===== src/rtl/tabajara_pkg.sv =====
// Shared types and VGA timing constants for the game's shared-state logic.
package tabajara_pkg;

    typedef enum logic [1:0] {
        IDLE,
        ARB,
        GRANT
    } sched_state_t;

    localparam int H_ACTIVE = 640;
    localparam int V_ACTIVE = 480;
    localparam int V_TOTAL  = 525;

endpackage


===== src/rtl/rr_picker.sv =====
// Rotating-priority encoder: first set bit of eligible at or after rr_ptr, wrapping.
module rr_picker #(
    parameter int N  = 4,
    parameter int IW = $clog2(N)
) (
    input  logic [N-1:0]  eligible,
    input  logic [IW-1:0] rr_ptr,
    output logic          valid,
    output logic [N-1:0]  onehot,
    output logic [IW-1:0] idx
);

    logic [IW:0]   sum;
    logic [IW-1:0] j;

    always_comb begin
        valid  = 1'b0;
        onehot = '0;
        idx    = '0;
        sum    = '0;
        j      = '0;
        for (int i = 0; i < N; i++) begin
            sum = {1'b0, rr_ptr} + (IW+1)'(i);
            if (sum >= (IW+1)'(N))
                sum = sum - (IW+1)'(N);
            j = sum[IW-1:0];
            if (!valid && eligible[j]) begin
                valid     = 1'b1;
                onehot[j] = 1'b1;
                idx       = j;
            end
        end
    end

endmodule


===== src/rtl/vblank_update_scheduler.sv =====
// Grants exclusive shared-state access to update engines, one at a time, during
// vertical blanking; round-robin, once per engine per frame, with a grant timeout.
module vblank_update_scheduler #(
    parameter int N_REQ       = 4,
    parameter int V_ACTIVE    = tabajara_pkg::V_ACTIVE,
    parameter int V_TOTAL     = tabajara_pkg::V_TOTAL,
    parameter int GUARD_LINES = 2,
    parameter int MAX_GRANT   = 4096
) (
    input  logic                     clk,
    input  logic                     reset,
    input  logic [9:0]               h_counter,
    input  logic [9:0]               v_counter,
    input  logic [N_REQ-1:0]         req,
    input  logic [N_REQ-1:0]         done,
    output logic [N_REQ-1:0]         grant,
    output logic [$clog2(N_REQ)-1:0] grant_idx,
    output logic                     busy,
    output logic                     frame_tick,
    output logic                     overrun,
    output logic                     abort,
    output logic [N_REQ-1:0]         served,
    output logic [7:0]               frame_count
);
    import tabajara_pkg::*;

    localparam int IW = $clog2(N_REQ);
    localparam int GW = $clog2(MAX_GRANT);

    sched_state_t   state_q, state_d;
    logic [N_REQ-1:0] grant_q, grant_d;
    logic [IW-1:0]  gidx_q, gidx_d;
    logic [IW-1:0]  rr_q, rr_d;
    logic [N_REQ-1:0] served_q, served_d;
    logic [7:0]     fc_q, fc_d;
    logic [GW-1:0]  gcnt_q, gcnt_d;
    logic           in_vb_q, in_vb_qq;
    logic           tick_q, tick_d;
    logic           ovr_q, ovr_d;
    logic           abort_q, abort_d;

    logic           in_vb, late, open_win;
    logic           pick_valid;
    logic [N_REQ-1:0] pick_oh;
    logic [IW-1:0]  pick_idx;

    // Horizontal position is not needed for scheduling.
    logic unused_h;
    assign unused_h = ^h_counter;

    assign in_vb    = (v_counter >= 10'(V_ACTIVE));
    assign late     = (v_counter >= 10'(V_TOTAL - GUARD_LINES));
    assign open_win = in_vb_q & ~in_vb_qq;

    rr_picker #(.N(N_REQ), .IW(IW)) u_pick (
        .eligible (req & ~served_q),
        .rr_ptr   (rr_q),
        .valid    (pick_valid),
        .onehot   (pick_oh),
        .idx      (pick_idx)
    );

    always_comb begin
        state_d  = state_q;
        grant_d  = grant_q;
        gidx_d   = gidx_q;
        rr_d     = rr_q;
        served_d = served_q;
        fc_d     = fc_q;
        gcnt_d   = gcnt_q;
        tick_d   = 1'b0;
        ovr_d    = 1'b0;
        abort_d  = 1'b0;
        case (state_q)
            IDLE: begin
                if (open_win) begin
                    served_d = '0;
                    tick_d   = 1'b1;
                    fc_d     = fc_q + 8'd1;
                    state_d  = ARB;
                end
            end
            ARB: begin
                if (!in_vb) begin
                    state_d = IDLE;
                end else if (!late && pick_valid) begin
                    grant_d = pick_oh;
                    gidx_d  = pick_idx;
                    gcnt_d  = '0;
                    state_d = GRANT;
                end
            end
            GRANT: begin
                // Window close beats a same-cycle done; done beats timeout.
                if (!in_vb) begin
                    grant_d = '0;
                    abort_d = 1'b1;
                    state_d = IDLE;
                end else if (done[gidx_q] || gcnt_q == GW'(MAX_GRANT - 1)) begin
                    grant_d          = '0;
                    served_d[gidx_q] = 1'b1;
                    rr_d             = (gidx_q == IW'(N_REQ - 1)) ? '0 : gidx_q + IW'(1);
                    ovr_d            = ~done[gidx_q];
                    state_d          = ARB;
                end else begin
                    gcnt_d = gcnt_q + GW'(1);
                end
            end
            default: state_d = IDLE;
        endcase
    end

    always_ff @(posedge clk) begin
        if (reset) begin
            state_q  <= IDLE;
            grant_q  <= '0;
            gidx_q   <= '0;
            rr_q     <= '0;
            served_q <= '0;
            fc_q     <= '0;
            gcnt_q   <= '0;
            in_vb_q  <= 1'b0;
            in_vb_qq <= 1'b0;
            tick_q   <= 1'b0;
            ovr_q    <= 1'b0;
            abort_q  <= 1'b0;
        end else begin
            state_q  <= state_d;
            grant_q  <= grant_d;
            gidx_q   <= gidx_d;
            rr_q     <= rr_d;
            served_q <= served_d;
            fc_q     <= fc_d;
            gcnt_q   <= gcnt_d;
            in_vb_q  <= in_vb;
            in_vb_qq <= in_vb_q;
            tick_q   <= tick_d;
            ovr_q    <= ovr_d;
            abort_q  <= abort_d;
        end
    end

    assign grant       = grant_q;
    assign grant_idx   = gidx_q;
    assign busy        = (state_q != IDLE);
    assign frame_tick  = tick_q;
    assign overrun     = ovr_q;
    assign abort       = abort_q;
    assign served      = served_q;
    assign frame_count = fc_q;

endmodule


===== config.mk =====
export PLATFORM = sky130hd
export DESIGN_NAME = vblank_update_scheduler
export DESIGN_NICKNAME = d
export VERILOG_FILES = /design/src/rtl/tabajara_pkg.sv /design/src/rtl/rr_picker.sv /design/src/rtl/vblank_update_scheduler.sv
export SDC_FILE = /design/constraint.sdc
export NUM_CORES = 1
export LEC_CHECK = 0
export ABC_AREA = 1
export CAP_MARGIN = 40
export CORE_MARGIN = 2
export CORE_UTILIZATION = 35
export CTS_BUF_LIST = sky130_fd_sc_hd__clkbuf_8
export DETAILED_ROUTE_END_ITERATION = 10
export PLACE_DENSITY_LB_ADDON = 0.1
export SLEW_MARGIN = 40
export SYNTH_ARGS = -nofsm -noshare
export SYNTH_HDL_FRONTEND = slang
export SYNTH_SLANG_ARGS = --single-unit

===== constraint.sdc =====
create_clock -name clk -period 5 [get_ports clk]
set_clock_uncertainty 0.2 [all_clocks]
set_input_delay 0.75 -clock clk [delete_from_list [all_inputs] [get_ports clk]]
set_output_delay 0.75 -clock clk [all_outputs]
set_load 0.1 [all_outputs]

=== After elaboration in Yosys (flattened, before gate mapping) ===
Cells that the tools add are included.

* Register bits: 39
* Input bits: 30
* Output and inout port bits: 22
* Logic and storage cells: 150

* Add/sub/neg operators: 10
* Order comparisons: 16
* Equality and inequality tests: 12
* Multiplexer cells: 59
* Bitwise operators: 13
* Reductions and logical operators: 28

{| class="wikitable"
|+ Operators with widths
! kind !! count
|-
| $mux 12 || 4
|-
| $mux 4 || 11
|-
| $mux 2 || 14
|-
| $pmux 12 s2 || 1
|-
| $mux 1 || 16
|-
| $or 4x4->4 || 4
|-
| $pmux 4 s2 || 2
|-
| $lt 2x3->1 const B || 5
|-
| $add 12x1->12 const B || 1
|-
| $eq 12x12->1 const B || 1
|-
| $ne 2x2->1 const B || 6
|-
| $bmux 1 s2 || 5
|-
| $demux 1 s2 || 5
|-
| $ge 10x10->1 const B || 1
|-
| $ge 10x9->1 const B || 1
|-
| $ge 2x1->1 const B || 5
|-
| $ge 3x3->1 const B || 3
|-
| $logic_and 1x1->1 || 9
|-
| $reduce_and 3->1 || 3
|-
| $add 8x1->8 const B || 1
|-
| $reduce_and 4->1 || 2
|-
| $sub 2x1->2 const B || 4
|-
| $add 2x2->3 const B || 2
|-
| $ne 3x3->1 const B || 2
|-
| other kinds (18) || 30
|}

=== Longest topological paths before layout ===
* Word-level depth: 18
* Mapped depth: 13
* Gate-level depth less buffers: 13

=== Cells and area by module ===
From an unflattened synthesis, not the netlist that was laid out.

* Cells, all modules: 362
* Area total of the unflattened synthesis: 2,494.9 um2

{| class="wikitable"
|+ Modules (own cells, without submodules)
! module !! instances !! cells each !! area an instance (um2) !! seq. area each (um2)
|-
| vblank_update_scheduler || 1 || 288 || 2,054.5 || 780.7
|-
| rr_picker || 1 || 74 || 440.4 || 0.0
|}

=== Worst setup path after synthesis ===
Ideal clock, no wire load.

* Path type: flip-flop to flip-flop
* Start: register gidx_q[0], in the netlist grant_idx[0]
* End: register grant_q[0], in the netlist grant[0]
* Library setup time: 0.114 ns
* Arrival time: 2.233 ns
* Data required time: 4.686 ns
* Path slack: 2.453 ns
* Cell stages (with the launch flop): 12
* Path buffers: 0
* Period minus slack after synthesis: 2.547 ns
* Cell sequence: dfxtp_1 > inv_1 > nand2_1 > nand3_1 > nand2_1 > nand4_4 > nand2_1 > clkinv_1 > nand2_1 > nand2_1 > nand2_1 > nor2_1

* Word-level cells in the longest chain between the ends: 5

{| class="wikitable"
|+ RTL lines
! what !! RTL line !! text
|-
| start, declared || vblank_update_scheduler.sv:32 || <nowiki>logic [IW-1:0] gidx_q, gidx_d;</nowiki>
|-
| start signal, assigned || vblank_update_scheduler.sv:130 || <nowiki>gidx_q <= gidx_d;</nowiki>
|-
| $bmux 1 s2 || vblank_update_scheduler.sv:99 || <nowiki>end else if (done[gidx_q] || gcnt_q == GW'(MAX_GRANT - 1)) begin</nowiki>
|-
| $mux 1 (not written as such) || vblank_update_scheduler.sv:99 ||
|-
| $logic_or 1x1->1 || vblank_update_scheduler.sv:99 ||
|-
| $ne 3x3->1 (no line) || -- ||
|-
| $reduce_and 4->1 (no line) || -- ||
|-
| end signal, assigned || vblank_update_scheduler.sv:129 || <nowiki>grant_q <= grant_d;</nowiki>
|-
| end, declared || vblank_update_scheduler.sv:31 || <nowiki>logic [N_REQ-1:0] grant_q, grant_d;</nowiki>
|}

Every way passes these cells. The select of a mux whose other input is x is not followed.
A chain may end at the register's enable or synchronous reset.

=== Worst setup path in the final report ===
* Start: register rr_q[0]
* End: register gcnt_q[2]

* Word-level cells in the longest chain between the ends: 17
* Elaborated cells between the ends (all ways): 36
* Those cells by class: 7 x add/sub; 4 x order compare; 1 x eq/ne; 16 x mux; 8 x reduce/logical

{| class="wikitable"
|+ RTL lines
! what !! RTL line !! text
|-
| start, declared || vblank_update_scheduler.sv:33 || <nowiki>logic [IW-1:0] rr_q, rr_d;</nowiki>
|-
| start signal, assigned || vblank_update_scheduler.sv:131 || <nowiki>rr_q <= rr_d;</nowiki>
|-
| branches (longest 13 deep; another with $add 2x1->3) || -- ||
|-
| $mux 1 (*) || rr_picker.sv:27 || <nowiki>if (!valid && eligible[j]) begin</nowiki>
|-
| $logic_and 1x1->1 (*) || vblank_update_scheduler.sv:86 || <nowiki>end else if (!late && pick_valid) begin</nowiki>
|-
| $ne 2x2->1 (no line) (*) || -- ||
|-
| $reduce_and 5->1 (no line) (*) || -- ||
|-
| end signal, assigned || vblank_update_scheduler.sv:134 || <nowiki>gcnt_q <= gcnt_d;</nowiki>
|-
| end, declared || vblank_update_scheduler.sv:36 || <nowiki>logic [GW-1:0] gcnt_q, gcnt_d;</nowiki>
|}

Every way passes the cells marked *. The select of a mux whose other input is x is not followed.

==> flow_metrics.tcl <==
set metrics [dict create \
    yosys.area.top_type_share 0.325 \
    ctsResizeCount 0 \
    cts.sinks 39 \
    yosysSeqAreaShare 0.325 \
    num_rows 30 \
    required_ps 4990 \
    cp_max_fo 15 \
    synth_edf_count 0 \
    via_per_inst 4.85 \
    hold_slack_ps 242 \
    regToRegSetupSlack_ps 2330 \
    hpwl_um 4180 \
    diodes 0 \
    syn_nets 393 \
    irDropWorstVdd_uv 129 \
    synth_common_cells "nand2_1 (89), dfxtp_1 (39), inv_1 (39), nand3_1 (38), nor2_1 (36)" \
    cts_tree "yes" \
    endpoint_kind "flip-flop" \
    syn_inst 349 \
    die_h_um 86.8 \
    start_util 0.357 \
    die_x_um 86.8 \
    ctsHoldBuffers 0 \
    synth_top_cell_by_area "dfxtp_1" \
    vias 2289 \
    postRouteAntennaNets 0 \
    maxCapViolations 0 \
    yosysUniqueCellTypes 31 \
    yosys.cell_count.top_type "nand2_1" \
    worst_setup_path_start_kind "flip-flop" \
    drt_iter0_drc 76 \
    r2r-end "gcnt_q[2]$_SDFFE_PP0P_" \
    worst_pin_slew_ps 506 \
    grt_pass1_wl_um 9790 \
    endpoint "gcnt_q[2]$_SDFFE_PP0P_" \
    powerDensity_nw_per_um2 277 \
    maxSlewHeadroom 0.662 \
    r2r_start "rr_q[0]$_SDFFE_PP0P_" \
    reg2regPathDepth 11 \
    syn2layout_area_growth_pct 20.4 \
    drive_above_1_share 0.130 \
    grt_pass1_vias 2181 \
    post-route-min-period_ps 2670 \
    fin_tns_setup_ps 0 \
    async_flop_share 0 \
    final_max_slew_viol_count 0 \
    clk_latency_ps 290 \
    p_leak_nw 1.30 \
    overflow 0 \
    rsz0062_at_grt "no" \
    io_pins 52 \
    hold_violations 0 \
    worstPathArrival_ps 2650 \
    finalSetupViolations 0 \
    wl_per_cell_um 11.7 \
    drt-pass1-iter-count 4 \
    clk_pin_slew_ps 80 \
    hold_path_depth 2 \
    root_buffer "clkbuf_8" \
    place_inst 464 \
    finalCritPeriodShare 0.534 \
    critPathLaunch "rr_q[0]$_SDFFE_PP0P_" \
    remaining_drc_errors 0 \
    antenna_found_initial 0 \
    hp-class "flip-flop to flip-flop" \
    yosys_most_used_dff "dfxtp_1" \
    dieArea_um2 7540 \
    max_freq_mhz 375 \
    coreArea_um2 6720 \
    clk_path_buf_depth 2 \
    port_buffers 41 \
    total_power_mw 0.800 \
    syn_area_per_cell_um2 6.88 \
    nets 435 \
    place_congestion 0.797 \
    grt_max_degree 22 \
    routed_wl_um 5510 \
    synthesis.area_um2 2400 \
    cts_buffers 5 \
    synth_area_leaders "dfxtp_1 (33%), nand2_1 (14%), nand3_1 (7.9%), ha_1 (7.3%), a21oi_1 (6.3%)" \
    ys_seq_elements 39 \
    status "finished, final reports clean" \
    htreeDepth 2 \
    crit_type "flip-flop to flip-flop" \
    gr-usage-all-layers 0.162 \
    cts_setup_buffers 0 \
    ys_warn_count 0 \
    final_cells 472 \
]
flip-flops by register name (all words and copies together), names as in the netlist:
register / flops
overrun: 1
frame_tick: 1
state_q: 2
in_vb_q: 1
grant: 4
served: 4
gcnt_q: 12
frame_count: 8
rr_q: 2
grant_idx: 2
abort: 1
in_vb_qq: 1
worst min-delay path by stage:
stage / from / to / slack [ps]
after floorplan: in_vb_q$_SDFF_PP0_ / in_vb_qq$_SDFF_PP0_ / 210
after global placement: in_vb_q$_SDFF_PP0_ / in_vb_qq$_SDFF_PP0_ / 230
after detailed placement: in_vb_q$_SDFF_PP0_ / in_vb_qq$_SDFF_PP0_ / 240
after CTS: in_vb_q$_SDFF_PP0_ / in_vb_qq$_SDFF_PP0_ / 240
after global routing: in_vb_q$_SDFF_PP0_ / in_vb_qq$_SDFF_PP0_ / 280
final: in_vb_q$_SDFF_PP0_ / in_vb_qq$_SDFF_PP0_ / 240
cells in the final DEF, fill, tap and decap left out, types with 14 or more instances in the layout:
master | netlist | routed
nand2_1 | 89 | 89
inv_1 | 39 | 40
dfxtp_1 | 39 | 39
nand3_1 | 38 | 38
nor2_1 | 36 | 36
a21oi_1 | 30 | 30
buf_2 | 0 | 23
clkdlybuf4s50_1 | 0 | 18
ha_1 | 14 | 14
cells by family (layout without fill, tap and decap cells):
group           after synthesis  in the layout  synth area share
compound gates               42             42            0.0933
fa+ha+maj                    14             14            0.0730
simple gates                200            200             0.407
flops                        39             39             0.325
xor+xnor                      5              5            0.0183
buf+inv                      49             92            0.0829
layout make-up:
cell class	count	area, um^2
sequential	39	781
clock buffer	5	68.8
inverter	43	161
fill	732	3830
timing repair buffer	41	295
tap	80	100
multi-input combinational	261	1420
clock inverter	3	63.8
stage by stage:
step	util	area (um^2)	worst slack, ps
finish	0.430	2890	2330
global route	0.430	2890	2030
detailed placement	0.410	2760	2210
global placement	0.428	2870	1940
floorplan	-	2400	2450
CTS	0.430	2890	2300
worst max-delay path, cell delays in order, from the launching register on:
cell,delay (ps)
dfxtp_1,610
inv_2,210
ha_1,430
inv_1,90
nand3_1,100
nand2_2,140
nand3_4,110
nand4_4,210
nand2_4,260
nand3_1,90
nand2_1,70
nor2_1,40
where the power goes:
part / internal [mW] / total [mW] / switching, mW
Combinational: 0.0401 / 0.161 / 0.121
Clock: 0.197 / 0.310 / 0.112
Sequential: 0.321 / 0.329 / 0.00869
Total: 0.558 / 0.800 / 0.242
layer usage:
metal	GRT usage	up-vias	routed length (um)
li1	-	1219	-
met1	0.198	1029	2500
met2	0.279	35	2760
met3	0.0371	6	177
met4	0.0540	0	70
met5	0	-	0
No activity file was read; power rests on OpenSTA's default activity.
